==> src/rtl/leaf_fifo_pkg.sv <==
// Shared constants, payload type and saturating-counter helper for the leaf stream FIFO.
package leaf_fifo_pkg;

  localparam int LEAF_DATA_W_DEF = 8;
  localparam int LEAF_DEPTH_DEF  = 4;
  localparam int STATS_W         = 16;

  typedef logic [LEAF_DATA_W_DEF-1:0] leaf_word_t;

  function automatic logic [STATS_W-1:0] sat_inc(input logic [STATS_W-1:0] v);
    logic [STATS_W-1:0] r;
    if (v == {STATS_W{1'b1}}) begin
      r = v;
    end else begin
      r = v + {{(STATS_W-1){1'b0}}, 1'b1};
    end
    return r;
  endfunction

endpackage

==> src/rtl/leaf_fifo_ptr.sv <==
// Wrap-around FIFO pointer: advances on adv, returns to zero on clr (clr wins).
module leaf_fifo_ptr
  import leaf_fifo_pkg::*;
#(
  parameter int AW = 2
) (
  input  logic          clk,
  input  logic          rst_n,
  input  logic          clr,
  input  logic          adv,
  output logic [AW-1:0] ptr
);

  logic [AW-1:0] ptr_r;
  logic [AW-1:0] ptr_nxt_s;

  // Next pointer value; natural binary wrap at 2**AW.
  always_comb begin
    ptr_nxt_s = ptr_r;
    if (clr) begin
      ptr_nxt_s = {AW{1'b0}};
    end else if (adv) begin
      ptr_nxt_s = ptr_r + {{(AW-1){1'b0}}, 1'b1};
    end else begin
      ptr_nxt_s = ptr_r;
    end
  end

  // Pointer register.
  always_ff @(posedge clk or negedge rst_n) begin
    if (!rst_n) begin
      ptr_r <= {AW{1'b0}};
    end else begin
      ptr_r <= ptr_nxt_s;
    end
  end

  assign ptr = ptr_r;

endmodule

==> src/rtl/leaf_stream_fifo.sv <==
// Leaf valid/ready byte-stream FIFO. Optional push counter enabled by LEAF_FIFO_STATS_EN.
module leaf_stream_fifo
  import leaf_fifo_pkg::*;
#(
  parameter int DATA_W = LEAF_DATA_W_DEF,
  parameter int DEPTH  = LEAF_DEPTH_DEF
) (
  input  logic                   clk,
  input  logic                   rst_n,
  input  logic                   flush,
  input  logic                   in_valid,
  output logic                   in_ready,
  input  logic [DATA_W-1:0]      in_data,
  output logic                   out_valid,
  input  logic                   out_ready,
  output logic [DATA_W-1:0]      out_data,
  output logic [$clog2(DEPTH):0] level
`ifdef LEAF_FIFO_STATS_EN
  ,
  output logic [STATS_W-1:0]     push_cnt
`endif
);

  localparam int AW = $clog2(DEPTH);
  localparam int LW = AW + 1;
  localparam logic [LW-1:0] FULL_LVL = LW'(DEPTH);
  localparam logic [LW-1:0] ONE_LVL  = {{(LW-1){1'b0}}, 1'b1};

  logic [DATA_W-1:0] mem_r [DEPTH];
  logic [LW-1:0]     level_r;
  logic [LW-1:0]     level_nxt_s;
  logic [AW-1:0]     wr_ptr_s;
  logic [AW-1:0]     rd_ptr_s;
  logic              push_s;
  logic              pop_s;

  // Ready depends only on registered occupancy and flush, never on out_ready.
  assign in_ready  = (level_r != FULL_LVL) && !flush;
  assign out_valid = (level_r != {LW{1'b0}});
  assign out_data  = mem_r[rd_ptr_s];
  assign level     = level_r;
  assign push_s    = in_valid && in_ready;
  assign pop_s     = out_valid && out_ready && !flush;

  leaf_fifo_ptr #(.AW(AW)) u_wr_ptr (
    .clk   (clk),
    .rst_n (rst_n),
    .clr   (flush),
    .adv   (push_s),
    .ptr   (wr_ptr_s)
  );

  leaf_fifo_ptr #(.AW(AW)) u_rd_ptr (
    .clk   (clk),
    .rst_n (rst_n),
    .clr   (flush),
    .adv   (pop_s),
    .ptr   (rd_ptr_s)
  );

  // Storage write; contents are deliberately left unreset.
  always_ff @(posedge clk) begin
    if (push_s) begin
      mem_r[wr_ptr_s] <= in_data;
    end
  end

  // Next occupancy from push/pop, flush overriding both.
  always_comb begin
    level_nxt_s = level_r;
    if (flush) begin
      level_nxt_s = {LW{1'b0}};
    end else begin
      case ({push_s, pop_s})
        2'b10:   level_nxt_s = level_r + ONE_LVL;
        2'b01:   level_nxt_s = level_r - ONE_LVL;
        default: level_nxt_s = level_r;
      endcase
    end
  end

  // Occupancy register.
  always_ff @(posedge clk or negedge rst_n) begin
    if (!rst_n) begin
      level_r <= {LW{1'b0}};
    end else begin
      level_r <= level_nxt_s;
    end
  end

`ifdef LEAF_FIFO_STATS_EN
  logic [STATS_W-1:0] push_cnt_r;

  // Saturating accepted-push counter; survives flush, cleared only by rst_n.
  always_ff @(posedge clk or negedge rst_n) begin
    if (!rst_n) begin
      push_cnt_r <= {STATS_W{1'b0}};
    end else if (push_s) begin
      push_cnt_r <= sat_inc(push_cnt_r);
    end
  end

  assign push_cnt = push_cnt_r;
`endif

endmodule

==> config.mk <==
export PLATFORM = sky130hd
export DESIGN_NAME = leaf_stream_fifo
export DESIGN_NICKNAME = d
export VERILOG_FILES = /design/src/rtl/leaf_fifo_pkg.sv /design/src/rtl/leaf_fifo_ptr.sv /design/src/rtl/leaf_stream_fifo.sv
export SDC_FILE = /design/constraint.sdc
export NUM_CORES = 1
export LEC_CHECK = 0
export BUFFER_PORTS_ARGS = -buffer_cell sky130_fd_sc_hd__buf_2
export CAP_MARGIN = 25
export CORE_MARGIN = 2
export CORE_UTILIZATION = 50
export CTS_CLUSTER_SIZE = 8
export DETAILED_ROUTE_END_ITERATION = 7
export PLACE_DENSITY = 0.72
export SETUP_SLACK_MARGIN = 0.15
export SLEW_MARGIN = 10
export SYNTH_ARGS = -nofsm -noshare
export SYNTH_HDL_FRONTEND = slang
export SYNTH_SLANG_ARGS = --single-unit
==> constraint.sdc <==
create_clock -name clk -period 2.7 [get_ports clk]
set_input_delay 0.54 -clock clk [delete_from_list [all_inputs] [get_ports clk]]
set_output_delay 0.54 -clock clk [all_outputs]
set_load 0.05 [all_outputs]
==> results of run 1 <==
-- area by class of cell --
class                      instances  area [um^2]  area share (%)
clock buffer                       7         55.1            2.90
multi-input combinational         50          513            27.0
sequential                        39         1140            59.9
tap                               44         55.1            2.90
clock inverter                     1         5.00           0.264
timing repair buffer              25          125            6.60
inverter                           2         7.51           0.396
-- routing by layer --
| layer | global-route usage [%] | vias to the layer above | share of wire (%) |
|---|---|---|---|
| met4 | 5.47 | 0 | 1.0 |
| met1 | 18.4 | 422 | 43 |
| li1 | - | 413 | - |
| met2 | 24.8 | 19 | 51 |
| met5 | 0 | - | 0 |
| met3 | 5.18 | 4 | 5.0 |
-- cell families after synthesis --
family / count (synthesis) / synth area share [%]
muxes: 11 / 12.7
adders and majority gates: 5 / 4.20
DFF: 39 / 68.1
buffers and inverters: 5 / 1.20
and+or+nand+nor: 27 / 10.2
xor gates and xnor gates: 4 / 2.10
AOI/OAI and AO/OA: 3 / 1.57
-- through the flow --
step | power, mW | utilization, %
6_report | 1.86 | 61.1
3_3_place_gp | 1.57 | 59.2
2_1_floorplan | 1.44 | -
4_1_cts | 1.89 | 61.1
3_5_place_dp | 1.59 | 59.2
5_1_grt | 1.96 | 61.1
-- layout by cell type (no fill, tap or decap), drive strengths merged, types with 3 or more instances in the layout --
master | netlist | layout
nor2 | 8 | 8
edfxtp | 32 | 32
clkbuf | 1 | 7
buf | 2 | 25
nand2b | 3 | 3
dfrtp | 7 | 7
xnor2 | 3 | 3
ha | 4 | 4
and2 | 4 | 4
mux4 | 8 | 8
-- flip-flops by register name (all words and copies together), names as in the netlist --
register      count
mem_r            32
level             3
u_rd_ptr.ptr      2
u_wr_ptr.ptr      2
-- worst min path at each step --
stage | slack (ns) | to | cells after the start | start
2_1_floorplan | 0.24 | level[0]$_DFFE_PN0P_ | 0 | rst_n
3_3_place_gp | 0.38 | level[1]$_DFFE_PN0P_ | 1 | rst_n
6_report | 0.02 | level[1]$_DFFE_PN0P_ | 1 | rst_n
5_1_grt | 0.0007 | level[1]$_DFFE_PN0P_ | 1 | rst_n
4_1_cts | 0.01 | level[1]$_DFFE_PN0P_ | 1 | rst_n
3_5_place_dp | 0.38 | level[1]$_DFFE_PN0P_ | 1 | rst_n
-- where the power goes --
part	internal, mW	total (mW)	leakage (nW)	switching (mW)
clock network	0.126	0.300	0.0353	0.174
registers	0.725	0.828	0.385	0.102
logic	0.253	0.736	0.288	0.482
total	1.11	1.86	0.708	0.758
==> metrics.csv, run 1 <==
stage,metric,value,unit
cells_and_area,nFillCells,258,
cells_and_area,fin_cells,168,
setup_path,r2r-end,level[2]$_DFFE_PN0P_,
clocking,cts_made_buffers,5,
pwr,ir_drop,430,uV
logic_synthesis,synth_top_area_cell,edfxtp_1,
setup_path,cp.depth,2,
global_routing,grt_max_degree,16,
place,place_hpwl,1820,um
pwr,leakage,0.708,nW
setup_path,crit_family,flip-flops,
sta,hold_viol,0,
sta,hold_slack,0.0205,ns
cells_and_area,syn_to_final_growth,13.6,%
logic_synthesis,syn-mean-instance-area,17.8,um^2
detailed_routing,wl,2560,um
clocking,cts_max_path_buffers,2,
setup_path,worst-path-buf-inv,1,
clocking,cts_hold_buf,0,
sta,setup_ws,0.319,ns
global_routing,antenna_found_initial,0,
sta,skew,0.00985,ns
setup_path,critPathLaunchType,flop,
setup_path,r2r_slack,0.52,ns
clocking,clk_latency,0.33,ns
logic_synthesis,synth_edf_count,32,
detailed_routing,drt_first_pass_iters,4,
place,gp_congestion,0.753,
clocking,cts.sinks,39,
floorplanning,start_util,53.8,%
global_routing,first_global_vias,867,
setup_path,path_max_fanout,10,
detailed_routing,routedWlPerCell,15.2,um
logic_synthesis,ys_types,30,
floorplanning,io_pins,26,
global_routing,grt_overflow,0,
logic_synthesis,yosysSeqAreaShare,68.1,%
detailed_routing,drc,0,
detailed_routing,drt-initial-drc-count,44,
global_routing,grt_pass1_wl,3910,um
min_path,min_path_type,in2async,
clocking,cts-root-buf,clkbuf_4,
flow_run,max_cap_viol_count,0,
outcome,status,finished clean,
cells_and_area,final_net_count,141,
setup_path,cpPeakStageDelay,0.71,ns
setup_path,rr_worst_depth,6,
sta,tightest_slew,0.554,ns
setup_path,r2r-start,level[0]$_DFFE_PN0P_,
logic_synthesis,synth_flop_cell,edfxtp_1,
cells_and_area,finalInstanceArea,1900,um^2
clocking,cts_setup_buffers,0,
place,dp_slack,0.384,ns
sta,finalSetupViolCount,0,
detailed_routing,via_count,858,
logic_synthesis,netlist_area,1670,um^2
clocking,htreeDepth,2,
sta,period_share,88.2,%
clocking,cts_resized,0,
cells_and_area,antenna_cells,0,
logic_synthesis,syn_nets,112,
floorplanning,die_h,61.8,um
setup_path,crit_path_end_kind,primary output,
detailed_routing,drtAntennaViolNets,0,
floorplanning,die_w,61.8,um
floorplanning,num_rows,20,
setup_path,cp.arrival,1.84,ns
setup_path,critPathLaunch,u_rd_ptr.ptr[0]$_DFFE_PN0P_,
floorplanning,dieArea,3820,um^2
floorplanning,core_area,3100,um^2
detailed_routing,vias_per_cell,5.11,
sta,slew_violations,0,
logic_synthesis,post-synth-top-area-fraction,57.6,%
sta,max-slew-margin-rel,63.0,%
setup_path,slowest_stage,dfrtp_1,
clocking,cts_tree,built,
place,dp_cells,160,
setup_path,worst-endpoint-required,2.16,ns
logic_synthesis,ys_top_cells_by_area,"edfxtp_1 (58%), mux4_2 (11%), dfrtp_1 (10%)",
logic_synthesis,synthArstFlopShare,17.9,%
sta,min_period,2.38,ns
setup_path,path_cells,"mux4_2, buf_2",
clocking,clk_pin_slew,0.11,ns
place,dpl-instance-area,1840,um^2
setup_path,worst-setup-path-type,reg2out,
sta,fmax,420,MHz
logic_synthesis,synth_most_common_cell,edfxtp_1,
global_routing,track_usage,15.0,%
logic_synthesis,synth.cells.most_frequent,"edfxtp_1 (32), mux4_2 (8), dfrtp_1 (7), nor2_1 (7)",
sta,rsz0062_at_grt,false,
place,port_buffers,25,
pwr,p_per_area,982,nW/um^2
logic_synthesis,synthCells,94,
logic_synthesis,yosys_warnings,0,
setup_path,endpoint,out_data[4],
logic_synthesis,synth_seq_cells,39,
cells_and_area,drive_above_1_share,37.9,%
sta,setup_tns,0,ns
Power figures use the tool's default switching activity.
==> run 2: changes to the inputs <==
--- a/config.mk
+++ b/config.mk
@@ -8,10 +8,9 @@
 export BUFFER_PORTS_ARGS = -buffer_cell sky130_fd_sc_hd__buf_2
 export CAP_MARGIN = 25
 export CORE_MARGIN = 2
-export CORE_UTILIZATION = 50
+export CORE_UTILIZATION = 43
 export CTS_CLUSTER_SIZE = 8
 export DETAILED_ROUTE_END_ITERATION = 7
-export PLACE_DENSITY = 0.72
 export SETUP_SLACK_MARGIN = 0.15
 export SLEW_MARGIN = 10
 export SYNTH_ARGS = -nofsm -noshare
==> run 2 against run 1 <==
Clock skew fell by 0.0050 ns. Combinational power rose by 6.0%. Clock power rose by 58%. Fmax rose by 3.2%. Register-to-register slack barely moved. Critical endpoint is now out_data[7]. Routed wire length rose by 7.1%. Worst hold slack improved by 0.057 ns. Setup slack improved by 0.075 ns. Die area rose by 15%. Sequential cell count did not move. Total power rose by 11%.
==> metrics.csv, run 2 (same netlist as run 1, synthesis figures left out) <==
stage,metric,value,unit,change
setup_path,slowest_stage,mux4_2,,was dfrtp_1
cells_and_area,final_net_count,143,,was 141
sta,finalSetupViolCount,0,,unchanged
floorplanning,die_w,66.3,um,was 61.8 um
floorplanning,io_pins,26,,unchanged
setup_path,critPathLaunchType,flop,,unchanged
cells_and_area,antenna_cells,0,,unchanged
cells_and_area,syn_to_final_growth,18.0,%,was 13.6%
clocking,cts_setup_buffers,0,,unchanged
sta,rsz0062_at_grt,false,,unchanged
sta,period_share,85.4,%,was 88.2%
clocking,cts.sinks,39,,unchanged
global_routing,track_usage,14.2,%,was 15.0%
cells_and_area,nFillCells,323,,was 258
detailed_routing,drt-initial-drc-count,65,,was 44
place,place_hpwl,1930,um,was 1820 um
cells_and_area,finalInstanceArea,1970,um^2,was 1900 um^2
cells_and_area,regMostFlops,mem_r,,unchanged
cells_and_area,fin_cells,174,,was 168
detailed_routing,drc,0,,unchanged
clocking,cts_made_buffers,5,,unchanged
clocking,clk_pin_slew,0.08,ns,was 0.11 ns
global_routing,grt_max_degree,15,,was 16
flow_run,max_cap_viol_count,0,,unchanged
setup_path,cpPeakStageDelay,0.52,ns,was 0.71 ns
place,dpl-instance-area,1860,um^2,was 1840 um^2
detailed_routing,drt_first_pass_iters,4,,unchanged
setup_path,r2r-end,level[2]$_DFFE_PN0P_,,unchanged
clocking,htreeDepth,2,,unchanged
clocking,clk_latency,0.29,ns,was 0.33 ns
global_routing,first_global_vias,915,,was 867
setup_path,rr_worst_depth,6,,unchanged
setup_path,path_max_fanout,6,,was 10
pwr,ir_drop,403,uV,was 430 uV
floorplanning,die_h,66.3,um,was 61.8 um
sta,min_period,2.31,ns,was 2.38 ns
global_routing,antenna_found_initial,0,,unchanged
setup_path,crit_path_end_kind,primary output,,unchanged
pwr,p_per_area,1050,nW/um^2,was 982 nW/um^2
detailed_routing,wl,2740,um,was 2560 um
clocking,cts_resized,0,,unchanged
clocking,cts_max_path_buffers,2,,unchanged
sta,hold_viol,0,,unchanged
min_path,min_path_type,in2async,,unchanged
outcome,status,finished clean,,unchanged
clocking,cts_hold_buf,0,,unchanged
setup_path,worst-endpoint-required,2.16,ns,about the same
place,dp_cells,166,,was 160
sta,tightest_slew,0.454,ns,was 0.554 ns
place,gp_congestion,0.712,,was 0.753
floorplanning,core_area,3690,um^2,was 3100 um^2
sta,max-slew-margin-rel,69.7,%,was 63.0%
sta,setup_tns,0,ns,unchanged
global_routing,grt_overflow,0,,unchanged
detailed_routing,vias_per_cell,4.97,,was 5.11
clocking,cts_tree,built,,unchanged
setup_path,worst-setup-path-type,reg2out,,unchanged
clocking,cts-root-buf,clkbuf_8,,was clkbuf_4
sta,fmax,434,MHz,was 420 MHz
floorplanning,start_util,45.3,%,was 53.8%
setup_path,path_cells,"buf_4, mux4_2, buf_2",,"was mux4_2, buf_2"
cells_and_area,layout_common_cells,"edfxtp_1 (32), buf_2 (25), mux4_2 (8)",,unchanged
cells_and_area,drive_above_1_share,39.7,%,was 37.9%
floorplanning,dieArea,4400,um^2,was 3820 um^2
pwr,power.total,2.06,mW,was 1.86 mW
floorplanning,num_rows,22,,was 20
place,port_buffers,25,,unchanged
cells_and_area,largest_reg_flops,32,,unchanged
setup_path,cp.arrival,1.77,ns,was 1.84 ns
sta,slew_violations,0,,unchanged
detailed_routing,routedWlPerCell,15.7,um,was 15.2 um
detailed_routing,drtAntennaViolNets,0,,unchanged
setup_path,r2r_slack,0.53,ns,was 0.52 ns
cells_and_area,final_common_cell,edfxtp_1,,unchanged
pwr,leakage,0.741,nW,was 0.708 nW
sta,skew,0.00488,ns,was 0.00985 ns
global_routing,grt_pass1_wl,4370,um,was 3910 um
detailed_routing,via_count,864,,was 858
setup_path,r2r-start,level[0]$_DFFE_PN0P_,,unchanged
run 2: worst max path at each step:
stage                                 from                    to  slack, ns
2_1_floorplan         level[0]$_DFFE_PN0P_  level[2]$_DFFE_PN0P_       0.41
3_3_place_gp                         flush  level[2]$_DFFE_PN0P_       0.55
3_5_place_dp                         flush  level[2]$_DFFE_PN0P_       0.49
4_1_cts        u_rd_ptr.ptr[0]$_DFFE_PN0P_           out_data[7]       0.37
5_1_grt        u_rd_ptr.ptr[0]$_DFFE_PN0P_           out_data[3]       0.30
6_report       u_rd_ptr.ptr[0]$_DFFE_PN0P_           out_data[7]       0.39
run 2: layout make-up:
type                    count  area (um^2)  area share [%]
flip-flops and latches     39         1140            57.7
multi-input cells          50          513            26.0
repair buffers             27          140            7.12
clock buffers               5         68.8            3.49
well taps                  48         60.1            3.05
clock inverters             3         43.8            2.22
inverters                   2         7.51           0.381
run 2: critical path, delay by kind of cell (launching register included):
| kind | cells | cell delay (ns) |
|---|---|---|
| mux | 1 | 0.52 |
| flops | 1 | 0.49 |
| buf+inv | 2 | 0.47 |
run 2: per-layer routing:
layer / track usage [%] / wire length [um] / vias to the layer above
met5: 0 / 0 / -
met4: 5.36 / 36 / 0
met3: 5.28 / 105 / 4
met2: 22.8 / 1330 / 17
met1: 17.6 / 1260 / 426
li1: - / - / 417
run 2: per-stage QoR:
| stage | setup WS [ns] | hold WS, ns | utilization [%] |
|---|---|---|---|
| floorplan | 0.406 | 0.244 | - |
| global placement | 0.554 | 0.386 | 50.3 |
| detailed placement | 0.486 | 0.391 | 50.3 |
| CTS | 0.365 | 0.0788 | 53.4 |
| global route | 0.301 | 0.0791 | 53.4 |
| finish | 0.393 | 0.0779 | 53.4 |
run 2: where the power goes:
part	leakage, nW	internal (mW)	switching (mW)	total, mW
Combinational	0.298	0.266	0.514	0.780
Clock	0.0581	0.275	0.198	0.473
Sequential	0.385	0.726	0.0839	0.810
Total	0.741	1.27	0.796	2.06
